<file path="src/rtl/gpu_pkg.sv">
// Shared GPU front-end definitions: datapath widths and the fetch-stage state encoding.
package gpu_pkg;

    localparam int PC_WIDTH      = 8;
    localparam int INSTR_WIDTH   = 32;
    localparam int NUM_WARPS     = 4;
    localparam int WARP_ID_WIDTH = 2;

    typedef enum logic [1:0] {
        IDLE = 2'd0,
        REQ  = 2'd1,
        WAIT = 2'd2,
        HOLD = 2'd3
    } fetch_state_e;

endpackage

</file>
<file path="src/rtl/instr_fetch_if.sv">
// Scheduler, instruction-memory, flush and decoder signals of the fetch stage.
// The master side is the environment; the slave side is the fetch stage.
interface instr_fetch_if;
    import gpu_pkg::*;

    logic                     sched_valid;
    logic                     sched_ready;
    logic [PC_WIDTH-1:0]      sched_pc;
    logic [WARP_ID_WIDTH-1:0] sched_warp;
    logic [NUM_WARPS-1:0]     warp_busy;

    logic                     imem_req_valid;
    logic                     imem_req_ready;
    logic [PC_WIDTH-1:0]      imem_req_addr;
    logic                     imem_rsp_valid;
    logic [INSTR_WIDTH-1:0]   imem_rsp_data;

    logic                     flush_valid;
    logic [WARP_ID_WIDTH-1:0] flush_warp;

    logic                     dec_valid;
    logic                     dec_ready;
    logic [INSTR_WIDTH-1:0]   dec_instr;
    logic [PC_WIDTH-1:0]      dec_pc;
    logic [WARP_ID_WIDTH-1:0] dec_warp;

    modport master (
        output sched_valid, sched_pc, sched_warp,
        input  sched_ready, warp_busy,
        input  imem_req_valid, imem_req_addr,
        output imem_req_ready, imem_rsp_valid, imem_rsp_data,
        output flush_valid, flush_warp,
        input  dec_valid, dec_instr, dec_pc, dec_warp,
        output dec_ready
    );

    modport slave (
        input  sched_valid, sched_pc, sched_warp,
        output sched_ready, warp_busy,
        output imem_req_valid, imem_req_addr,
        input  imem_req_ready, imem_rsp_valid, imem_rsp_data,
        input  flush_valid, flush_warp,
        output dec_valid, dec_instr, dec_pc, dec_warp,
        input  dec_ready
    );

endinterface

</file>
<file path="src/rtl/instr_fetch.sv">
// Single-outstanding instruction fetch stage between the warp scheduler and the decoder,
// with per-warp busy reporting and per-warp flush for branch redirects.
module instr_fetch
    import gpu_pkg::*;
(
    input  logic          clk,
    input  logic          reset,
    instr_fetch_if.slave  bus
);

    fetch_state_e             state_q, state_d;
    logic [PC_WIDTH-1:0]      pc_q, pc_d;
    logic [WARP_ID_WIDTH-1:0] warp_q, warp_d;
    logic [INSTR_WIDTH-1:0]   instr_q, instr_d;
    logic                     drop_q, drop_d;
    logic                     flush_hit;

    assign flush_hit = bus.flush_valid && (bus.flush_warp == warp_q);

    always_comb begin
        state_d            = state_q;
        pc_d               = pc_q;
        warp_d             = warp_q;
        instr_d            = instr_q;
        drop_d             = drop_q;
        bus.sched_ready    = 1'b0;
        bus.imem_req_valid = 1'b0;
        bus.dec_valid      = 1'b0;

        case (state_q)
            IDLE: begin
                bus.sched_ready = 1'b1;
                if (bus.sched_valid) begin
                    pc_d    = bus.sched_pc;
                    warp_d  = bus.sched_warp;
                    state_d = REQ;
                end
            end
            REQ: begin
                bus.imem_req_valid = 1'b1;
                if (bus.imem_req_ready) begin
                    // A read already handed to memory cannot be recalled; its data is dropped later.
                    state_d = WAIT;
                    drop_d  = flush_hit;
                end else if (flush_hit) begin
                    state_d = IDLE;
                end
            end
            WAIT: begin
                if (bus.imem_rsp_valid) begin
                    drop_d = 1'b0;
                    if (drop_q || flush_hit) begin
                        state_d = IDLE;
                    end else begin
                        instr_d = bus.imem_rsp_data;
                        state_d = HOLD;
                    end
                end else if (flush_hit) begin
                    drop_d = 1'b1;
                end
            end
            HOLD: begin
                // dec_valid is masked by a matching flush so the decoder never takes a killed word.
                if (flush_hit) begin
                    state_d = IDLE;
                end else begin
                    bus.dec_valid = 1'b1;
                    if (bus.dec_ready) begin
                        bus.sched_ready = 1'b1;
                        if (bus.sched_valid) begin
                            pc_d    = bus.sched_pc;
                            warp_d  = bus.sched_warp;
                            state_d = REQ;
                        end else begin
                            state_d = IDLE;
                        end
                    end
                end
            end
            default: state_d = IDLE;
        endcase
    end

    always_comb begin
        bus.warp_busy = '0;
        if (state_q != IDLE) begin
            bus.warp_busy[warp_q] = 1'b1;
        end
    end

    assign bus.imem_req_addr = pc_q;
    assign bus.dec_instr     = instr_q;
    assign bus.dec_pc        = pc_q;
    assign bus.dec_warp      = warp_q;

    always_ff @(posedge clk) begin
        if (reset) begin
            state_q <= IDLE;
            pc_q    <= '0;
            warp_q  <= '0;
            instr_q <= '0;
            drop_q  <= 1'b0;
        end else begin
            state_q <= state_d;
            pc_q    <= pc_d;
            warp_q  <= warp_d;
            instr_q <= instr_d;
            drop_q  <= drop_d;
        end
    end

endmodule

</file>
<file path="src/flat_wrapper.sv">
// flat-port wrapper written by rule: the top's interface ports become plain ports
module instr_fetch_flat import gpu_pkg::*;
  (clk, reset, bus_sched_valid, bus_sched_pc, bus_sched_warp, bus_sched_ready, bus_warp_busy, bus_imem_req_valid, bus_imem_req_addr, bus_imem_req_ready, bus_imem_rsp_valid, bus_imem_rsp_data, bus_flush_valid, bus_flush_warp, bus_dec_valid, bus_dec_instr, bus_dec_pc, bus_dec_warp, bus_dec_ready);
  instr_fetch_if bus_i ();
  input  logic clk;
  input  logic reset;
  input wire logic [$bits(bus_i.sched_valid)-1:0] bus_sched_valid;
  input wire logic [$bits(bus_i.sched_pc)-1:0] bus_sched_pc;
  input wire logic [$bits(bus_i.sched_warp)-1:0] bus_sched_warp;
  output wire logic [$bits(bus_i.sched_ready)-1:0] bus_sched_ready;
  output wire logic [$bits(bus_i.warp_busy)-1:0] bus_warp_busy;
  output wire logic [$bits(bus_i.imem_req_valid)-1:0] bus_imem_req_valid;
  output wire logic [$bits(bus_i.imem_req_addr)-1:0] bus_imem_req_addr;
  input wire logic [$bits(bus_i.imem_req_ready)-1:0] bus_imem_req_ready;
  input wire logic [$bits(bus_i.imem_rsp_valid)-1:0] bus_imem_rsp_valid;
  input wire logic [$bits(bus_i.imem_rsp_data)-1:0] bus_imem_rsp_data;
  input wire logic [$bits(bus_i.flush_valid)-1:0] bus_flush_valid;
  input wire logic [$bits(bus_i.flush_warp)-1:0] bus_flush_warp;
  output wire logic [$bits(bus_i.dec_valid)-1:0] bus_dec_valid;
  output wire logic [$bits(bus_i.dec_instr)-1:0] bus_dec_instr;
  output wire logic [$bits(bus_i.dec_pc)-1:0] bus_dec_pc;
  output wire logic [$bits(bus_i.dec_warp)-1:0] bus_dec_warp;
  input wire logic [$bits(bus_i.dec_ready)-1:0] bus_dec_ready;
  assign bus_i.sched_valid = bus_sched_valid;
  assign bus_i.sched_pc = bus_sched_pc;
  assign bus_i.sched_warp = bus_sched_warp;
  assign bus_sched_ready = bus_i.sched_ready;
  assign bus_warp_busy = bus_i.warp_busy;
  assign bus_imem_req_valid = bus_i.imem_req_valid;
  assign bus_imem_req_addr = bus_i.imem_req_addr;
  assign bus_i.imem_req_ready = bus_imem_req_ready;
  assign bus_i.imem_rsp_valid = bus_imem_rsp_valid;
  assign bus_i.imem_rsp_data = bus_imem_rsp_data;
  assign bus_i.flush_valid = bus_flush_valid;
  assign bus_i.flush_warp = bus_flush_warp;
  assign bus_dec_valid = bus_i.dec_valid;
  assign bus_dec_instr = bus_i.dec_instr;
  assign bus_dec_pc = bus_i.dec_pc;
  assign bus_dec_warp = bus_i.dec_warp;
  assign bus_i.dec_ready = bus_dec_ready;
  instr_fetch u_core (.clk(clk), .reset(reset), .bus(bus_i));
endmodule
</file>
<file path="config.mk">
export PLATFORM = sky130hd
export DESIGN_NAME = instr_fetch_flat
export DESIGN_NICKNAME = d
export VERILOG_FILES = /design/src/rtl/gpu_pkg.sv /design/src/rtl/instr_fetch_if.sv /design/src/rtl/instr_fetch.sv /design/src/flat_wrapper.sv
export SDC_FILE = /design/constraint.sdc
export NUM_CORES = 1
export LEC_CHECK = 0
export ABC_CLOCK_PERIOD_IN_PS = 2700
export CAP_MARGIN = 0
export CELL_PAD_IN_SITES_DETAIL_PLACEMENT = 0
export CELL_PAD_IN_SITES_GLOBAL_PLACEMENT = 2
export CORE_MARGIN = 5
export CORE_UTILIZATION = 23
export DETAILED_ROUTE_END_ITERATION = 8
export GPL_TIMING_DRIVEN = 0
export PLACE_DENSITY = 0.95
export SYNTH_ARGS = -nofsm -noshare
export SYNTH_HDL_FRONTEND = slang
export SYNTH_SLANG_ARGS = --single-unit
</file>
<file path="constraint.sdc">
create_clock -name clk -period 2.7 [get_ports clk]
set_input_delay 0.54 -clock clk [delete_from_list [all_inputs] [get_ports clk]]
set_output_delay 0.54 -clock clk [all_outputs]
set_load 0.05 [all_outputs]
</file>
==> results_dict.tcl <==
set metrics [dict create \
    hpwlAfterDp_mm 4.89 \
    hp-class "reg -> reg" \
    cp-start-kind "primary input" \
    cp.required_ns 2.16 \
    hold_buffers 0 \
    grt_max_degree 14 \
    cts_made_buffers 5 \
    first_global_vias 2089 \
    fin_crit_sh 0.958 \
    h-tree-depth 2 \
    worstSkewPairLatency_ns 0.29 \
    async_flop_share 0 \
    grt-busiest-layer "met2" \
    placed_cells 460 \
    critPathKind "in -> out" \
    synth_area_um2 2100 \
    layout-drive-gt1-share 0.142 \
    tightest_slew_ns 0.653 \
    first_pass_iters 4 \
    vdd_drop_max_mv 0.247 \
    area_growth_pct 62.6 \
    synth_fp_nets 301 \
    maxSlewHeadroom 0.564 \
    path_clk_slew_ns 0.09 \
    total_power_mw 1.70 \
    maxSlewViolCount 0 \
    cts_root_buf "clkbuf_8" \
    outcome "completed" \
    yosysWarnings 0 \
    ys_types 35 \
    clk_path_buf_depth 2 \
    place.gp.congestion 0.817 \
    nFillCells 899 \
    core_um2 8810 \
    crit_fanout 10 \
    routedWlPerCell_um 13.6 \
    overflow 0 \
    grt_use_total 0.111 \
    final_cell_area_um2 3410 \
    fin_ws_ns 0.113 \
    use_met3 0.0428 \
    antenna_cells 0 \
    timing.reg2reg.setup_slack_ns 0.96 \
    ys_ff_latch 45 \
    tritoncts "done" \
    wl_mm 6.36 \
    p_per_area_nw_per_um2 498 \
    via_per_inst 4.40 \
    vias 2058 \
    io_pins 108 \
    fin_cells 468 \
    die-height_um 106 \
    grt_pass1_wl_mm 10.3 \
    core.rowCount 34 \
    timing.fmax_ghz 0.387 \
    drc 0 \
    synth_area_per_cell_um2 8.53 \
    antenna_found_initial 0 \
    io_buffers 106 \
    drt_iter0_drc 62 \
    gr-usage-met1 0.136 \
    multi_input_area_um2 988 \
    ys.flop_type "dfxtp_1" \
    drv_cap 0 \
    rsz0062_at_grt "no" \
    finClkSkew_ns 0.0106 \
    die_area_um2 11100 \
    timing.final.crit_period_ns 2.59 \
    fin_nets 414 \
    clock_sinks 45 \
    place_worst_setup_slack_ns -0.578 \
    leakage_nw 1.22 \
    arrival_ns 2.05 \
    floorplan.initialDensity 0.238 \
    seq_area_frac_synth 0.429 \
    synth_cells 246 \
    end_kind "primary output" \
    ant_nets 0 \
    synth_edf_count 0 \
    ff_latch_area_um2 901 \
    die_w_um 106 \
    setup_violations 0 \
    place_area_um2 3290 \
    finalHoldViolations 0 \
    met2_usage 0.188 \
    cts_setup_buffers 0 \
]
## layout make-up
cell class / count / area share
Sequential cell: 45 / 0.264
Tap cell: 108 / 0.0396
Timing Repair Buffer: 106 / 0.314
Buffer: 25 / 0.0546
Clock inverter: 1 / 0.00147
Inverter: 8 / 0.00880
Multi-Input combinational cell: 168 / 0.290
Clock buffer: 7 / 0.0282
## timing repair
item                                    4_1_cts  5_1_grt
pin swaps                                     0        1
gates cloned                                  0        0
resized for setup                            10        6
endpoints found under the setup margin        2        5
## worst max-delay path, cell delays in order
cell	delay, ns
clkdlybuf4s50_1	0.60
xnor2_1	0.14
a31oi_1	0.21
buf_4	0.21
nor2_1	0.06
nor2_1	0.08
buf_4	0.20
## metrics by stage
step	setup TNS (ns)	hold slack (ns)	utilization
5_1_grt	0	0.478	0.387
3_5_place_dp	-0.945	0.447	0.374
4_1_cts	0	0.461	0.386
2_1_floorplan	0	0.498	-
3_3_place_gp	-0.928	0.442	0.374
6_report	0	0.456	0.387
## layer usage
metal  wire length [um]  up-vias
li1                   -     1050
met1               2940      928
met2               2820       75
met3                569        5
met4                 31        0
met5                  0        -
## cell usage after synthesis, types with 2 or more instances
cell type	n	share of area
ha_1	4	0.024
o211ai_1	10	0.036
nor3b_1	2	0.0072
buf_6	6	0.032
nor2b_1	2	0.0060
inv_1	8	0.014
a21oi_2	14	0.058
nor3_1	2	0.0048
nand2_1	67	0.12
a211oi_1	2	0.0072
xnor2_1	2	0.0083
clkbuf_1	6	0.011
a21oi_1	30	0.072
o21ai_0	2	0.0048
a2111oi_0	2	0.0083
buf_2	4	0.0095
nor2_1	4	0.0072
nand3_1	11	0.026
buf_4	8	0.029
dfxtp_1	45	0.43
## worst paths after layout
path | startpoint | end | cells after the start
worst max-delay path | bus_flush_warp[1] | bus_sched_ready | 7
worst min-delay path | u_core.bus.dec_instr[7] | u_core.bus.dec_instr[7] | 2
worst max register to register | u_core.state_q[0] | u_core.bus.dec_pc[1] | 7
worst min register to register | u_core.bus.dec_instr[7] | u_core.bus.dec_instr[7] | 2
## cells by family (layout without fill, tap and decap cells)
family,count (synthesis),after routing,share of synthesized area
AOI/OAI and AO/OA,69,69,0.234
xor gates and xnor gates,4,4,0.0292
adders and majority gates,4,4,0.0239
buffers and inverters,33,147,0.102
DFF,45,45,0.429
and+or+nand+nor,91,91,0.182
## state kept, by name (all words and copies together) (netlist names)
name / count
u_core.bus.dec_instr: 32
u_core.bus.dec_warp: 2
u_core.state_q: 2
u_core.bus.dec_pc: 8
u_core.drop_q: 1
## layout by cell type, fill, tap and decap left out, types with 4 or more instances in the layout
master             n
nand3_1           11
clkbuf_1           6
a21oi_2           14
clkbuf_8           8
nand2_1           67
buf_4             10
dlymetal6s2s_1     4
nor2_1             4
o211ai_1          10
dfxtp_1           45
ha_1               4
clkdlybuf4s50_1  100
inv_1              8
a21oi_1           30
buf_6              6
## report_power, final
| group | internal, mW | leakage [nW] | switching (mW) |
|---|---|---|---|
| registers | 0.688 | 0.364 | 0.0173 |
| logic | 0.220 | 0.803 | 0.318 |
| clock network | 0.232 | 0.0542 | 0.225 |
Note: power is estimated with default switching activity, not from simulation.
